<file path="config.mk">
export PLATFORM = sky130hd
export DESIGN_NAME = uart_tx_fifo
export DESIGN_NICKNAME = d
export VERILOG_FILES = /design/src/rtl/uart_tx_fifo.sv
export SDC_FILE = /design/constraint.sdc
export NUM_CORES = 1
export LEC_CHECK = 0
export BUFFER_PORTS_ARGS = -buffer_cell sky130_fd_sc_hd__buf_2
export CAP_MARGIN = 0
export CORE_UTILIZATION = 59
export CTS_CLUSTER_SIZE = 24
export DETAILED_ROUTE_END_ITERATION = 6
export PLACE_DENSITY = 0.86
export SETUP_SLACK_MARGIN = 0.02
export SYNTH_ARGS = -nofsm -noshare
export SYNTH_HDL_FRONTEND = slang
export SYNTH_SLANG_ARGS = --single-unit
</file>
<file path="constraint.sdc">
create_clock -name clk -period 4.1 [get_ports clk]
set_input_delay 0 -clock clk [delete_from_list [all_inputs] [get_ports clk]]
set_output_delay 0 -clock clk [all_outputs]
set_load 0.02 [all_outputs]
</file>
<file path="src/rtl/uart_tx_fifo.sv">
// Buffered UART transmitter: ready/valid input FIFO feeding a frame serialiser with
// runtime-selectable parity and stop-bit count; the bit timer restarts at every frame.
module uart_tx_fifo #(
    parameter int DATA_BITS  = 8,
    parameter int DIVISOR    = 32,
    parameter int FIFO_DEPTH = 4
) (
    input  logic                          clk,
    input  logic                          rst,
    input  logic [DATA_BITS-1:0]          in_data,
    input  logic                          in_valid,
    output logic                          in_ready,
    input  logic                          parity_en,
    input  logic                          parity_odd,
    input  logic                          two_stop,
    output logic                          txo,
    output logic                          busy,
    output logic [$clog2(FIFO_DEPTH):0]   fifo_level
);

    localparam int AW = $clog2(FIFO_DEPTH);
    localparam int LW = AW + 1;
    localparam int CW = $clog2(DIVISOR);
    localparam int BW = $clog2(DATA_BITS);

    localparam logic [LW-1:0] LVL_FULL  = LW'(FIFO_DEPTH);
    localparam logic [LW-1:0] LVL_ONE   = LW'(1);
    localparam logic [LW-1:0] LVL_ZERO  = LW'(0);
    localparam logic [AW-1:0] PTR_ONE   = AW'(1);
    localparam logic [AW-1:0] PTR_ZERO  = AW'(0);
    localparam logic [CW-1:0] BAUD_LAST = CW'(DIVISOR - 1);
    localparam logic [CW-1:0] BAUD_ONE  = CW'(1);
    localparam logic [CW-1:0] BAUD_ZERO = CW'(0);
    localparam logic [BW-1:0] BIT_LAST  = BW'(DATA_BITS - 1);
    localparam logic [BW-1:0] BIT_ONE   = BW'(1);
    localparam logic [BW-1:0] BIT_ZERO  = BW'(0);

    typedef enum logic [2:0] {
        IDLE   = 3'd0,
        START  = 3'd1,
        DATA   = 3'd2,
        PARITY = 3'd3,
        STOP   = 3'd4
    } state_e;

    logic [DATA_BITS-1:0] mem_q [FIFO_DEPTH];
    logic [AW-1:0]        wr_ptr_q;
    logic [AW-1:0]        rd_ptr_q;
    logic [LW-1:0]        level_q;
    logic [LW-1:0]        level_d;
    logic                 in_ready_q;

    state_e               state_q;
    logic [CW-1:0]        baud_q;
    logic [BW-1:0]        bit_idx_q;
    logic [DATA_BITS-1:0] shift_q;
    logic                 par_q;
    logic                 par_en_q;
    logic                 two_stop_q;
    logic                 stop2_q;
    logic                 txo_q;
    logic                 busy_q;

    logic                 push_s;
    logic                 pop_s;
    logic                 fifo_empty_s;
    logic                 bit_end_s;
    logic                 frame_end_s;
    logic                 next_idle_s;
    logic [DATA_BITS-1:0] head_s;

    function automatic logic parity_f(input logic [DATA_BITS-1:0] d, input logic odd);
        return odd ? ~^d : ^d;
    endfunction

    // Handshake, frame-boundary decode and next FIFO level.
    always_comb begin
        fifo_empty_s = (level_q == LVL_ZERO);
        push_s       = in_valid & in_ready_q;
        bit_end_s    = (state_q != IDLE) && (baud_q == BAUD_LAST);
        frame_end_s  = (state_q == STOP) && bit_end_s && (!two_stop_q || stop2_q);
        pop_s        = ((state_q == IDLE) || frame_end_s) && !fifo_empty_s;
        next_idle_s  = ((state_q == IDLE) || frame_end_s) && fifo_empty_s;
        head_s       = mem_q[rd_ptr_q];
        case ({push_s, pop_s})
            2'b10:   level_d = level_q + LVL_ONE;
            2'b01:   level_d = level_q - LVL_ONE;
            default: level_d = level_q;
        endcase
    end

    // FIFO storage; contents need no reset because the pointers define validity.
    always_ff @(posedge clk) begin
        if (push_s) begin
            mem_q[wr_ptr_q] <= in_data;
        end
    end

    // FIFO pointers, occupancy and the registered ready flag.
    always_ff @(posedge clk or posedge rst) begin
        if (rst) begin
            wr_ptr_q   <= PTR_ZERO;
            rd_ptr_q   <= PTR_ZERO;
            level_q    <= LVL_ZERO;
            in_ready_q <= 1'b1;
        end else begin
            if (push_s) begin
                wr_ptr_q <= wr_ptr_q + PTR_ONE;
            end
            if (pop_s) begin
                rd_ptr_q <= rd_ptr_q + PTR_ONE;
            end
            level_q    <= level_d;
            in_ready_q <= (level_d != LVL_FULL);
        end
    end

    // Frame serialiser; a pop always starts a new frame, including straight out of STOP.
    always_ff @(posedge clk or posedge rst) begin
        if (rst) begin
            state_q    <= IDLE;
            baud_q     <= BAUD_ZERO;
            bit_idx_q  <= BIT_ZERO;
            shift_q    <= {DATA_BITS{1'b0}};
            par_q      <= 1'b0;
            par_en_q   <= 1'b0;
            two_stop_q <= 1'b0;
            stop2_q    <= 1'b0;
            txo_q      <= 1'b1;
            busy_q     <= 1'b0;
        end else begin
            busy_q <= !next_idle_s || (level_d != LVL_ZERO);
            if (pop_s) begin
                shift_q    <= head_s;
                par_q      <= parity_f(head_s, parity_odd);
                par_en_q   <= parity_en;
                two_stop_q <= two_stop;
                stop2_q    <= 1'b0;
                bit_idx_q  <= BIT_ZERO;
                baud_q     <= BAUD_ZERO;
                txo_q      <= 1'b0;
                state_q    <= START;
            end else if (state_q == IDLE) begin
                baud_q <= BAUD_ZERO;
                txo_q  <= 1'b1;
            end else begin
                baud_q <= bit_end_s ? BAUD_ZERO : baud_q + BAUD_ONE;
                if (bit_end_s) begin
                    case (state_q)
                        START: begin
                            txo_q     <= shift_q[0];
                            bit_idx_q <= BIT_ZERO;
                            state_q   <= DATA;
                        end
                        DATA: begin
                            if (bit_idx_q == BIT_LAST) begin
                                stop2_q <= 1'b0;
                                if (par_en_q) begin
                                    txo_q   <= par_q;
                                    state_q <= PARITY;
                                end else begin
                                    txo_q   <= 1'b1;
                                    state_q <= STOP;
                                end
                            end else begin
                                txo_q     <= shift_q[1];
                                shift_q   <= {1'b0, shift_q[DATA_BITS-1:1]};
                                bit_idx_q <= bit_idx_q + BIT_ONE;
                            end
                        end
                        PARITY: begin
                            txo_q   <= 1'b1;
                            stop2_q <= 1'b0;
                            state_q <= STOP;
                        end
                        STOP: begin
                            txo_q <= 1'b1;
                            if (frame_end_s) begin
                                state_q <= IDLE;
                            end else begin
                                stop2_q <= 1'b1;
                            end
                        end
                        default: begin
                            txo_q   <= 1'b1;
                            state_q <= IDLE;
                        end
                    endcase
                end
            end
        end
    end

    assign in_ready   = in_ready_q;
    assign txo        = txo_q;
    assign busy       = busy_q;
    assign fifo_level = level_q;

endmodule
</file>
==> flow_metrics.tcl <==
set metrics [dict create \
    period_share 0.800 \
    core_area_mm2 0.00472 \
    cts_max_level 3 \
    netlist_area_mm2 0.00290 \
    antenna_left 0 \
    yosys_warnings 0 \
    maxCapViolCount 0 \
    grt_max_degree 34 \
    syn_area_per_cell_um2 13.7 \
    antenna_found_initial 0 \
    synth.distinct_cells 42 \
    cts.path.max_buffers 2 \
    clk_pin_slew_ps 70 \
    status "completed" \
    wl_per_cell_um 16.3 \
    grt_overflow 0 \
    fin_skew_ps 6.76 \
    io_buffers 19 \
    cp_max_fo 10 \
    antenna_cells 0 \
    min_period_ps 3280 \
    ios 20 \
    synth_xor_area_frac 0.0527 \
    rsz0062_at_grt "no" \
    slowest_stage "or4_1" \
    layout_commonest_cell "edfxtp_1" \
    nNetsFinal 270 \
    synth_flop_cell "edfxtp_1" \
    initial_core_util 0.614 \
    cts_resized 0 \
    viasPerCell 5.57 \
    startpoint_type "flop" \
    grt_pass1_vias 1783 \
    slew_headroom 0.635 \
    tns_ps 0 \
    areaGrowthSynthToFinish_pct 16.7 \
    synthAdderAreaFrac 0.0457 \
    cp_cell_sequence "ha_1 > and3_1 > ha_1 > a21oi_1 > or4_1 > inv_1 > ha_1 > inv_1 > fa_1 > xor2_1 > nor2_1 > xor2_1 > nand2_1" \
    syn-num-nets 236 \
    fillers 300 \
    cts_setup_buffers 0 \
    timing.fmax_mhz 305 \
    required_ps 4360 \
    slowest_delay_ps 640 \
    clock_tree.root_cell "clkbuf_8" \
    drt_pass1_iterations 5 \
    synth_edf_count 32 \
    synth_compound_gate_area_share 0.0634 \
    crit_type "reg -> reg" \
    clkLatencyLatePin_ps 330 \
    synthMuxAreaShare 0.0993 \
    crit_top_cell "ha_1" \
    cts_buffers 9 \
    gp_congestion 0.829 \
    die_area_mm2 0.00520 \
    drt_iter0_drc 228 \
    grtUsageTotal 0.234 \
    drcViolationCount 0 \
    tightest_slew_ps 548 \
    power_leakage_nw 1.38 \
    cp.arrival_ps 3540 \
    ir_drop_v 0.000489 \
    hold_path.class "in -> reg" \
    die-width_um 72.1 \
    num_vias 1770 \
    setup_violations 0 \
    design_area_mm2 0.00338 \
    yosysSeqAreaShare 0.617 \
    synthArstFlopShare 0.508 \
    grt_pass1_wl_um 8690 \
    worstSetupEndpointType "flop" \
    powerDensity_mw_per_mm2 728 \
    synth-seq-cells 65 \
    drt-total-wl_um 5190 \
    cts_num_sinks 65 \
    dpl-instance-area_mm2 0.00305 \
    die_y_um 72.1 \
    yosys.area_share.simple 0.0876 \
    hold_violations 0 \
    synth_top_family_by_area "multiplexers" \
    final_cell_mix "edfxtp_1, dfrtp_1, nand2_1" \
    maxSlewViolCount 0 \
    dp_hpwl_um 3400 \
    drive_gt1_frac 0.195 \
    netlist_instances 212 \
    cts_tree "done" \
    row_count 25 \
    cts_hold_buf 11 \
]
==> stage by stage <==
step / hold slack [ps] / total power, W / instances / utilization / setup WS [ps]
3_5_place_dp: 109 / 0.00187 / 291 / 0.646 / 859
2_1_floorplan: 98.9 / 0.00169 / 212 / - / 1050
5_1_grt: 64.2 / 0.00261 / 318 / 0.716 / 517
3_3_place_gp: 103 / 0.00182 / 291 / 0.646 / 1030
4_1_cts: 42.9 / 0.00247 / 318 / 0.716 / 842
6_report: 50.0 / 0.00246 / 318 / 0.716 / 820
==> path summary, 6_finish.rpt <==
path / depth (start not counted) / to / slack [ps] / startpoint
max reg2reg: 13 / in_ready / 820 / baud_q[0]
max in group asynchronous: 4 / txo / 3480 / rst
max: 13 / in_ready / 820 / baud_q[0]
min reg2reg: 1 / baud_q[0] / 460 / baud_q[0]
min: 3 / wr_ptr_q[0] / 50 / in_valid
min in group asynchronous: 4 / fifo_level[1] / 290 / rst
==> flip-flops by register name, summed over array words and instances, names as in the netlist, 2 cells and up <==
name        count
fifo_level      3
wr_ptr_q        2
baud_q          5
bit_idx_q       3
rd_ptr_q        2
shift_q         8
mem_q          32
state_q         3
==> area by class of cell <==
type | instances | area [um2] | share of cell area
Clock buffer | 9 | 124 | 0.0366
Timing Repair Buffer | 33 | 228 | 0.0673
Multi-Input combinational cell | 125 | 1020 | 0.301
Tap cell | 67 | 83.8 | 0.0248
Inverter | 12 | 45.0 | 0.0133
Sequential cell | 65 | 1790 | 0.529
Clock inverter | 7 | 95.1 | 0.0281
==> synth_stat cells, types with 2 or more instances <==
cell / number / area [um2]
xnor2_1: 8 / 70.1
dfstp_2: 2 / 52.6
mux4_1: 4 / 105
edfxtp_1: 32 / 961
o31ai_1: 2 / 15.0
nand2b_1: 3 / 18.8
dfrtp_1: 31 / 776
ha_1: 9 / 113
clkbuf_1: 2 / 7.51
o21ai_0: 12 / 60.1
nor4_1: 2 / 12.5
o22ai_1: 2 / 12.5
a21oi_1: 4 / 20.0
nand3b_1: 2 / 15.0
a31oi_1: 3 / 18.8
nor3_1: 3 / 15.0
mux4_2: 4 / 90.1
a22o_1: 2 / 17.5
and3_1: 5 / 31.3
mux2_2: 2 / 22.5
inv_1: 12 / 45.0
nor2_1: 9 / 33.8
xor2_1: 5 / 43.8
nand2_1: 23 / 86.3
buf_2: 6 / 30.0
mux2i_1: 7 / 70.1
==> per-layer routing <==
metal | GRT usage | routed length, um | vias up
met2 | 0.390 | 2740 | 63
met5 | 0 | 0 | -
met3 | 0.0667 | 193 | 5
met1 | 0.292 | 2210 | 858
li1 | - | - | 844
met4 | 0.0850 | 53 | 0
==> cells by family (layout without fill, tap and decap cells) <==
logic type | count (synthesis) | in the layout
AOI/OAI and AO/OA | 30 | 30
xor gates and xnor gates | 15 | 15
adders and majority gates | 10 | 10
buffers and inverters | 22 | 61
DFF | 65 | 65
muxes | 17 | 17
and+or+nand+nor | 53 | 53
==> worst max-delay path, delay by kind of cell (launching register included) <==
family | cells | cell delay [ps]
buffers and inverters | 2 | 220
AOI/OAI and AO/OA | 1 | 200
xor gates and xnor gates | 2 | 340
adders and majority gates | 4 | 1070
and+or+nand+nor | 4 | 990
DFF | 1 | 370
==> power breakdown <==
part | internal [W] | switching (W)
sequential | 0.000893 | 0.000180
clock | 0.000342 | 0.000246
combinational | 0.000400 | 0.000401
Power figures use the tool's default switching activity.
